## config.mk

```make
export PLATFORM = sky130hd
export DESIGN_NAME = mem_burst_ctrl_flat
export DESIGN_NICKNAME = d
export VERILOG_FILES = /design/src/rtl/mem_burst_ctrl_pkg.sv /design/src/rtl/mem_burst_ctrl_if.sv /design/src/rtl/mem_burst_ctrl.sv /design/src/flat_wrapper.sv
export SDC_FILE = /design/constraint.sdc
export NUM_CORES = 1
export LEC_CHECK = 0
export CAP_MARGIN = 20
export CORE_AREA = 2 2 61 63
export DETAILED_ROUTE_END_ITERATION = 10
export DIE_AREA = 0 0 63 65
export HOLD_SLACK_MARGIN = 0.06
export PLACE_DENSITY = 0.79
export SYNTH_ARGS = -nofsm -noshare
export SYNTH_HDL_FRONTEND = slang
export SYNTH_SLANG_ARGS = --single-unit
```

## constraint.sdc

```tcl
create_clock -name clk -period 1.6 [get_ports clk]
set_input_delay 0.24 -clock clk [delete_from_list [all_inputs] [get_ports clk]]
set_output_delay 0.24 -clock clk [all_outputs]
set_load 0.005 [all_outputs]
```

## src/rtl/mem_burst_ctrl_pkg.sv

```systemverilog
// Shared types and constants for the burst request sequencer and its
// 16x8 register-file memory.
package mem_pkg;

   localparam int ADDR_W    = 4;
   localparam int DATA_W    = 8;
   localparam int MEM_DEPTH = 16;

   typedef enum logic [2:0] {
      IDLE     = 3'd0,
      WR       = 3'd1,
      RD_ISSUE = 3'd2,
      RD_CAP   = 3'd3,
      RD_HOLD  = 3'd4
   } state_t;

   // Register-select increment; the natural overflow of ADDR_W bits gives the wrap.
   function automatic logic [ADDR_W-1:0] addr_inc(input logic [ADDR_W-1:0] a);
      return a + {{(ADDR_W-1){1'b0}}, 1'b1};
   endfunction

endpackage

```

## src/rtl/mem_burst_ctrl_if.sv

```systemverilog
// Command, write-byte and read-byte streams between a requester (master)
// and the burst controller (slave).
interface mem_burst_ctrl_if;
   import mem_pkg::*;

   logic              req_valid;
   logic              req_ready;
   logic              req_write;
   logic [ADDR_W-1:0] req_addr;
   logic [ADDR_W-1:0] req_len;

   logic              wr_valid;
   logic              wr_ready;
   logic [DATA_W-1:0] wr_data;

   logic              rd_valid;
   logic              rd_ready;
   logic [DATA_W-1:0] rd_data;

   modport master (
      output req_valid, req_write, req_addr, req_len, wr_valid, wr_data, rd_ready,
      input  req_ready, wr_ready, rd_valid, rd_data
   );

   modport slave (
      input  req_valid, req_write, req_addr, req_len, wr_valid, wr_data, rd_ready,
      output req_ready, wr_ready, rd_valid, rd_data
   );

endinterface

```

## src/rtl/mem_burst_ctrl.sv

```systemverilog
// Burst sequencer for the 16x8 register file: accepts one read or write
// burst at a time, walks the register select with wrap, and streams bytes.
// Reads take three cycles per byte (issue, capture, hand-off); writes one.
module mem_burst_ctrl
   import mem_pkg::*;
(
   input  logic              clk,
   input  logic              rst_n,
   mem_burst_ctrl_if.slave   bus,
   output logic              mem_we,
   output logic [DATA_W-1:0] mem_wdata,
   output logic [ADDR_W-1:0] mem_sel,
   input  logic [DATA_W-1:0] mem_rdata,
   output logic              busy,
   output logic              done
);

   state_t            state_q, state_d;
   logic [ADDR_W-1:0] addr_q, addr_d;
   logic [ADDR_W-1:0] cnt_q, cnt_d;
   logic [DATA_W-1:0] rd_data_q, rd_data_d;
   logic              done_q, done_d;

   logic              req_ready_c;
   logic              wr_ready_c;
   logic              rd_valid_c;

   // State, address, count, read byte and done pulse registers.
   always_ff @(posedge clk or negedge rst_n) begin
      if (!rst_n) begin
         state_q   <= IDLE;
         addr_q    <= {ADDR_W{1'b0}};
         cnt_q     <= {ADDR_W{1'b0}};
         rd_data_q <= {DATA_W{1'b0}};
         done_q    <= 1'b0;
      end else begin
         state_q   <= state_d;
         addr_q    <= addr_d;
         cnt_q     <= cnt_d;
         rd_data_q <= rd_data_d;
         done_q    <= done_d;
      end
   end

   // Next-state logic: command accept, per-byte address/count update, done.
   always_comb begin
      state_d   = state_q;
      addr_d    = addr_q;
      cnt_d     = cnt_q;
      rd_data_d = rd_data_q;
      done_d    = 1'b0;
      case (state_q)
         IDLE: begin
            if (bus.req_valid) begin
               addr_d  = bus.req_addr;
               cnt_d   = bus.req_len;
               state_d = bus.req_write ? WR : RD_ISSUE;
            end else begin
               state_d = IDLE;
            end
         end
         WR: begin
            if (bus.wr_valid) begin
               addr_d = addr_inc(addr_q);
               if (cnt_q == {ADDR_W{1'b0}}) begin
                  state_d = IDLE;
                  done_d  = 1'b1;
               end else begin
                  cnt_d = cnt_q - {{(ADDR_W-1){1'b0}}, 1'b1};
               end
            end else begin
               state_d = WR;
            end
         end
         RD_ISSUE: begin
            state_d = RD_CAP;
         end
         RD_CAP: begin
            rd_data_d = mem_rdata;
            state_d   = RD_HOLD;
         end
         RD_HOLD: begin
            if (bus.rd_ready) begin
               addr_d = addr_inc(addr_q);
               if (cnt_q == {ADDR_W{1'b0}}) begin
                  state_d = IDLE;
                  done_d  = 1'b1;
               end else begin
                  cnt_d   = cnt_q - {{(ADDR_W-1){1'b0}}, 1'b1};
                  state_d = RD_ISSUE;
               end
            end else begin
               state_d = RD_HOLD;
            end
         end
         default: begin
            state_d = IDLE;
         end
      endcase
   end

   // Output decode; mem_we follows wr_valid only while in WR, so an
   // asynchronous reset forces it low at once.
   always_comb begin
      req_ready_c = 1'b0;
      wr_ready_c  = 1'b0;
      rd_valid_c  = 1'b0;
      mem_we      = 1'b0;
      mem_wdata   = {DATA_W{1'b0}};
      busy        = 1'b1;
      case (state_q)
         IDLE: begin
            req_ready_c = 1'b1;
            busy        = 1'b0;
         end
         WR: begin
            wr_ready_c = 1'b1;
            mem_we     = bus.wr_valid;
            mem_wdata  = bus.wr_data;
         end
         RD_ISSUE, RD_CAP: begin
            busy = 1'b1;
         end
         RD_HOLD: begin
            rd_valid_c = 1'b1;
         end
         default: begin
            busy = 1'b0;
         end
      endcase
   end

   // Register select is the burst address register: stable in IDLE and
   // throughout a held read byte.
   assign mem_sel       = addr_q;
   assign done          = done_q;
   assign bus.req_ready = req_ready_c;
   assign bus.wr_ready  = wr_ready_c;
   assign bus.rd_valid  = rd_valid_c;
   assign bus.rd_data   = rd_data_q;

endmodule

```

## src/flat_wrapper.sv

```systemverilog
// flat-port wrapper written by rule: the top's interface ports become plain ports
module mem_burst_ctrl_flat import mem_pkg::*;
  (clk, rst_n, mem_we, mem_wdata, mem_sel, mem_rdata, busy, done, bus_req_valid, bus_req_write, bus_req_addr, bus_req_len, bus_wr_valid, bus_wr_data, bus_rd_ready, bus_req_ready, bus_wr_ready, bus_rd_valid, bus_rd_data);
  mem_burst_ctrl_if bus_i ();
  input  logic clk;
  input  logic rst_n;
  output logic mem_we;
  output logic [DATA_W-1:0] mem_wdata;
  output logic [ADDR_W-1:0] mem_sel;
  input  logic [DATA_W-1:0] mem_rdata;
  output logic busy;
  output logic done;
  input wire logic [$bits(bus_i.req_valid)-1:0] bus_req_valid;
  input wire logic [$bits(bus_i.req_write)-1:0] bus_req_write;
  input wire logic [$bits(bus_i.req_addr)-1:0] bus_req_addr;
  input wire logic [$bits(bus_i.req_len)-1:0] bus_req_len;
  input wire logic [$bits(bus_i.wr_valid)-1:0] bus_wr_valid;
  input wire logic [$bits(bus_i.wr_data)-1:0] bus_wr_data;
  input wire logic [$bits(bus_i.rd_ready)-1:0] bus_rd_ready;
  output wire logic [$bits(bus_i.req_ready)-1:0] bus_req_ready;
  output wire logic [$bits(bus_i.wr_ready)-1:0] bus_wr_ready;
  output wire logic [$bits(bus_i.rd_valid)-1:0] bus_rd_valid;
  output wire logic [$bits(bus_i.rd_data)-1:0] bus_rd_data;
  assign bus_i.req_valid = bus_req_valid;
  assign bus_i.req_write = bus_req_write;
  assign bus_i.req_addr = bus_req_addr;
  assign bus_i.req_len = bus_req_len;
  assign bus_i.wr_valid = bus_wr_valid;
  assign bus_i.wr_data = bus_wr_data;
  assign bus_i.rd_ready = bus_rd_ready;
  assign bus_req_ready = bus_i.req_ready;
  assign bus_wr_ready = bus_i.wr_ready;
  assign bus_rd_valid = bus_i.rd_valid;
  assign bus_rd_data = bus_i.rd_data;
  mem_burst_ctrl u_core (.clk(clk), .rst_n(rst_n), .bus(bus_i), .mem_we(mem_we), .mem_wdata(mem_wdata), .mem_sel(mem_sel), .mem_rdata(mem_rdata), .busy(busy), .done(done));
endmodule
```

# After elaboration in Yosys (flattened, before gate mapping)
# Cells that the tools add are included.
# classes
n_addsub	2
mul	0
div	0
order_cmp	0
n_eq_ne	8
shifts	0
muxes	26
n_bitwise	0
reduce_logical	5
# op_table
cell	count
$mux 4	7
$pmux 4 s3	2
$pmux 3 s5	1
$mux 3	4
$mux 1	8
$mux 8	1
$eq 3x2->1 const B	2
$ne 2x2->1 const B	3
$add 4x1->4 const B	1
$logic_not 4->1	1
$mux 2	2
$reduce_and 4->1	1
$reduce_or 4->1	1
$sub 4x1->4 const B	1
$eq 3x1->1 const B	1
$eq 3x3->1 const B	1
$logic_not 3->1	1
$ne 3x2->1 const B	1
$reduce_bool 3->1	1
$pmux 1 s2	1
# totals
regBits	20
latch_bits	0
ram_bits	0
romBits	0
in_bits	30
out_inout_bits	26
n_memories	0

# Depth between registers and ports, before layout
# Gate-level depths: netlist of run 1.
# logic_depth
ltp_word	4
mapped_depth	6
ltp_nobuf	6

# Least setup slack after synthesis of run 1
# Ideal clock, no wire load.
# synth_path
kind	reg2reg
from	register u_core.state_q[2]
to	register u_core.addr_q[1], in the netlist u_core.mem_sel[1]
setup_time_ns	0.125
t_arrival_ns	1.408
required_ns	1.475
setup_slack_ns	0.067
path_stages_with_launch	7
path_buffers	2
period_less_slack_ns	1.533
path_cell_list	dfrtp_1 -> buf_6 -> nand3b_4 -> o21a_4 -> or2_1 -> buf_6 -> mux2_4
# synth_via
elab_chain_cells	3
# synth_rtl
element	line	text
start: declaration	mem_burst_ctrl.sv:18	state_t state_q, state_d;
start signal: assignment	mem_burst_ctrl.sv:37	state_q <= state_d;
$eq 3x3->1 (tied with other cells)	mem_burst_ctrl.sv:52	case (state_q)
$ne 2x2->1 (no line) / $reduce_bool 3->1 (equally long branches)	--	
$reduce_and 4->1 (no line)	--	
end signal: assignment	mem_burst_ctrl.sv:32	addr_q <= {ADDR_W{1'b0}};
end signal: assignment	mem_burst_ctrl.sv:38	addr_q <= addr_d;
end: declaration	mem_burst_ctrl.sv:19	logic [ADDR_W-1:0] addr_q, addr_d;
# Several ways; a longest one is shown, not always the timed one.
# A chain may end at the register's enable or synchronous reset.

# Worst setup path after layout of run 1
# layout_path
from	register u_core.state_q[2]
to	output port mem_wdata[7]
# layout_via
elab_chain_cells	2
# layout_rtl
element	line	text
$eq 3x1->1	mem_burst_ctrl.sv:111	case (state_q)
$mux 8	mem_burst_ctrl.sv:111	
end: declaration	flat_wrapper.sv:8	output logic [DATA_W-1:0] mem_wdata;
# Every way passes these cells.

==> flow_summary.yaml, run 1 <==
cells_and_area:
  final_nets: 230
  n_antenna_cell: 0
  fin_area_um2: 2213
  fin_cells: 245
  syn_to_final_growth_pct: 88.39
  drive_above_1_share_pct: 44.16
routing:
  dr_total_vias: 1195
  wl_mm: 3.758
  remaining_drc_errors: 0
  ant_nets: 0
  drt_first_pass_iters: 4
  wl_per_cell_um: 15.34
  drt_iter0_drc: 36
  vias_per_cell: 4.878
floorplan:
  die_h_um: 65
  die_area_um2: 4095
  dieWidth_um: 63
  ios: 56
  fp.coreArea_um2: 3496
  fp-row-count: 22
  start_util_pct: 33.61
synth:
  netlist_area_um2: 1175
  ys_warn_count: 0
  synth_cell_types: 36
  synth_largest_area_cell: "dfrtp_1"
  syn_nets: 141
  synthTopCellsByArea: "dfrtp_1 (43%), mux2_2 (8.6%), mux2i_1 (6.8%)"
  synth-main-ff-cell: "dfrtp_1"
  synthCells: 109
  syn_avg_cell_area_um2: 10.78
  ys_ff_latch: 20
  synth_top_area_share_pct: 42.60
  seq_area_frac_synth_pct: 42.60
  async_reset_ff_share_pct: 100.0
  synth_edf_count: 0
timing:
  slew_violations: 0
  fin_crit_sh_pct: 108.1
  rsz0062_at_grt: "yes"
  setup_viol: 16
  tightestPinTransition_ns: 0.3896
  max_slew_margin_pct: 73.66
  whs_ns: 0.2584
  max_freq_ghz: 0.5784
  hold_viol_final: 0
  worst_slack_ns: -0.1290
  skew_ns: 0.003353
  min_period_ns: 1.729
status:
  failed_checks: "negative setup slack"
  status: "finished, violations left"
critical_path:
  crit_top_cell: "buf_6"
  cp-endpoint: "mem_wdata[7]"
  slowest_stage: "dfrtp_1"
  cp.depth: 6
  path_delay_family: "flip-flops"
  cp.required_ns: 1.36
  endpoint_kind: "primary output"
  crit_start: "u_core.state_q[2]$_DFFE_PN0P_"
  timing.rr.end: "u_core.mem_sel[1]$_DFFE_PN0P_"
  cp_cell_sequence: "nor3b_4 -> buf_6 -> buf_6 -> buf_6 -> and2_4 -> buf_6"
  crit_arrival_ns: 1.49
  cp_num_buf_inv: 4
  timing.rr.start: "u_core.state_q[2]$_DFFE_PN0P_"
  worst-setup-path-type: "register to primary output"
  critical_path_peak_fanout: 3
  start_kind: "register"
  r2r_slack_ns: -0.11
  ff2ff_path_depth: 6
  max_stage_delay_ns: 0.44
clock_tree:
  clk_pin_slew_ns: 0.12
  root_buffer: "clkbuf_4"
  cts_buffers: 3
  tritoncts: "done"
  clockBufferDepth: 2
  cts_sinks: 20
  clk-insertion-delay-late_ns: 0.30
  htree_levels: 1
min_path:
  min_path_type: "primary input to async pin"
global_routing:
  grt_pass1_wl_mm: 5.713
  grt_start_max_net_pins: 21
  track_usage_pct: 17.84
  antenna_found_initial: 0
  grt_pass1_vias: 1195
  overflow: 0
placement:
  place_area_um2: 1898
  numPlacedInstances: 227
  hpwlAfterDp_mm: 2.441
  io_buffers: 55
  finalWeightedCongestion: 0.9008
power_and_ir_drop:
  powerDensity_nw_per_um2: 2244
  p_leak_nw: 1.016
  ir_drop_uv: 945.0
job:
  drv_cap: 0
## sequential cells by signal, summed over array words and instances, names as in the netlist
name                flops
u_core.bus.rd_data      8
u_core.cnt_q            4
u_core.done             1
u_core.mem_sel          4
u_core.state_q          3
## metal layers
metal,GRT usage [%],vias to the layer above,routed length (µm)
li1,-,560,-
met1,20.24,575,1491
met2,33.78,53,2010
met3,2.604,7,186
met4,6.389,0,70
met5,0,-,0
## how the worst min path moves through the flow
stage	cells past startpoint	end
5_1_grt	2	u_core.cnt_q[0]$_DFFE_PN0P_
4_1_cts	2	u_core.mem_sel[1]$_DFFE_PN0P_
3_5_place_dp	1	u_core.bus.rd_data[4]$_DFFE_PN0P_
2_1_floorplan	0	u_core.bus.rd_data[0]$_DFFE_PN0P_
3_3_place_gp	1	u_core.bus.rd_data[4]$_DFFE_PN0P_
6_report	2	u_core.mem_sel[3]$_DFFE_PN0P_
## worst register-to-register path, stage by stage (launching register included)
cell and delay (ns):
dfrtp_1 0.44, buf_6 0.14, buf_6 0.13, mux2i_1 0.13, o21a_4 0.21, or2_4 0.27, mux2_4 0.30
## power breakdown
| group | total [mW] | internal, mW | switching (mW) |
|---|---|---|---|
| clock network | 0.420 | 0.253 | 0.167 |
| logic | 3.58 | 2.18 | 1.40 |
| registers | 0.968 | 0.760 | 0.208 |
| total | 4.97 | 3.19 | 1.78 |
## final cells by class
cell class / count / area, µm²
tap: 48 / 60.06
timing repair buffer: 90 / 847.1
clock buffer: 3 / 22.52
sequential: 20 / 501.7
fill: 280 / 1282
inverter: 5 / 18.77
multi-input combinational: 78 / 733.2
clock inverter: 1 / 30.03
## per-stage QoR
stage | setup TNS (ns) | utilization [%] | setup slack (ns) | power [mW]
after global placement | -0.6046 | 54.29 | -0.1075 | 3.478
final | -1.046 | 63.31 | -0.1290 | 4.966
after global routing | -2.051 | 63.31 | -0.1723 | 5.266
after detailed placement | -1.047 | 54.29 | -0.1672 | 3.571
after CTS | -0.8856 | 59.52 | -0.1134 | 4.487
after floorplan | 0 | - | 0.06714 | 2.320
## synthesized netlist by cell type (all sizes together) (2+ instances only)
cell type and number:
xnor2 2, nor3b 2, o2bb2ai 2, nor3 2, inv 5, buf 4, clkbuf 2, and2 9
ha 2, nor2 9, nand3b 3, mux2i 8, dfrtp 20, o21ai 8, mux2 10, nand2 3
a21o 2, o21bai 3
## cells in the final DEF, fill, tap and decap left out, types with 2 or more instances in the layout
cell             count
o21bai_1             3
inv_1                5
and2_4               8
buf_6               19
mux2i_1              8
buf_2                7
nor2_1               7
o2bb2ai_1            2
nor2_4               2
o21ai_2              2
clkdlybuf4s50_1     42
buf_4               21
o21ai_0              4
ha_1                 2
nand2_1              2
mux2_4               2
dfrtp_1             19
a21o_1               2
clkbuf_4             3
nand3b_1             2
mux2_2               8
## kinds of logic after synthesis
family / after synthesis / synth area share (%)
compound gates: 23 / 13.84
xor+xnor: 2 / 2.130
fa+ha+maj: 2 / 2.130
buf+inv: 11 / 5.431
flops: 20 / 42.60
mux: 18 / 16.72
simple gates: 33 / 17.15
## repair_timing
action / 4_1_cts / 5_1_grt
gates cloned: 1 / 1
pin swaps: 11 / 8
setup buffers: 8 / 4
gates resized for setup: 84 / 24
endpoints found under the setup margin: 18 / 21
hold buffers: 0 / 0
Power figures use the tool's default switching activity.
==> run 2: changes to the inputs <==
--- a/config.mk
+++ b/config.mk
@@ -9,6 +9,7 @@
 export CORE_AREA = 2 2 61 63
 export DETAILED_ROUTE_END_ITERATION = 10
 export DIE_AREA = 0 0 63 65
+export GPL_ROUTABILITY_DRIVEN = 0
 export HOLD_SLACK_MARGIN = 0.06
 export PLACE_DENSITY = 0.79
 export SYNTH_ARGS = -nofsm -noshare
==> results of run 2 <==
Final layout, timing and power as in run 1 (identical DEF).
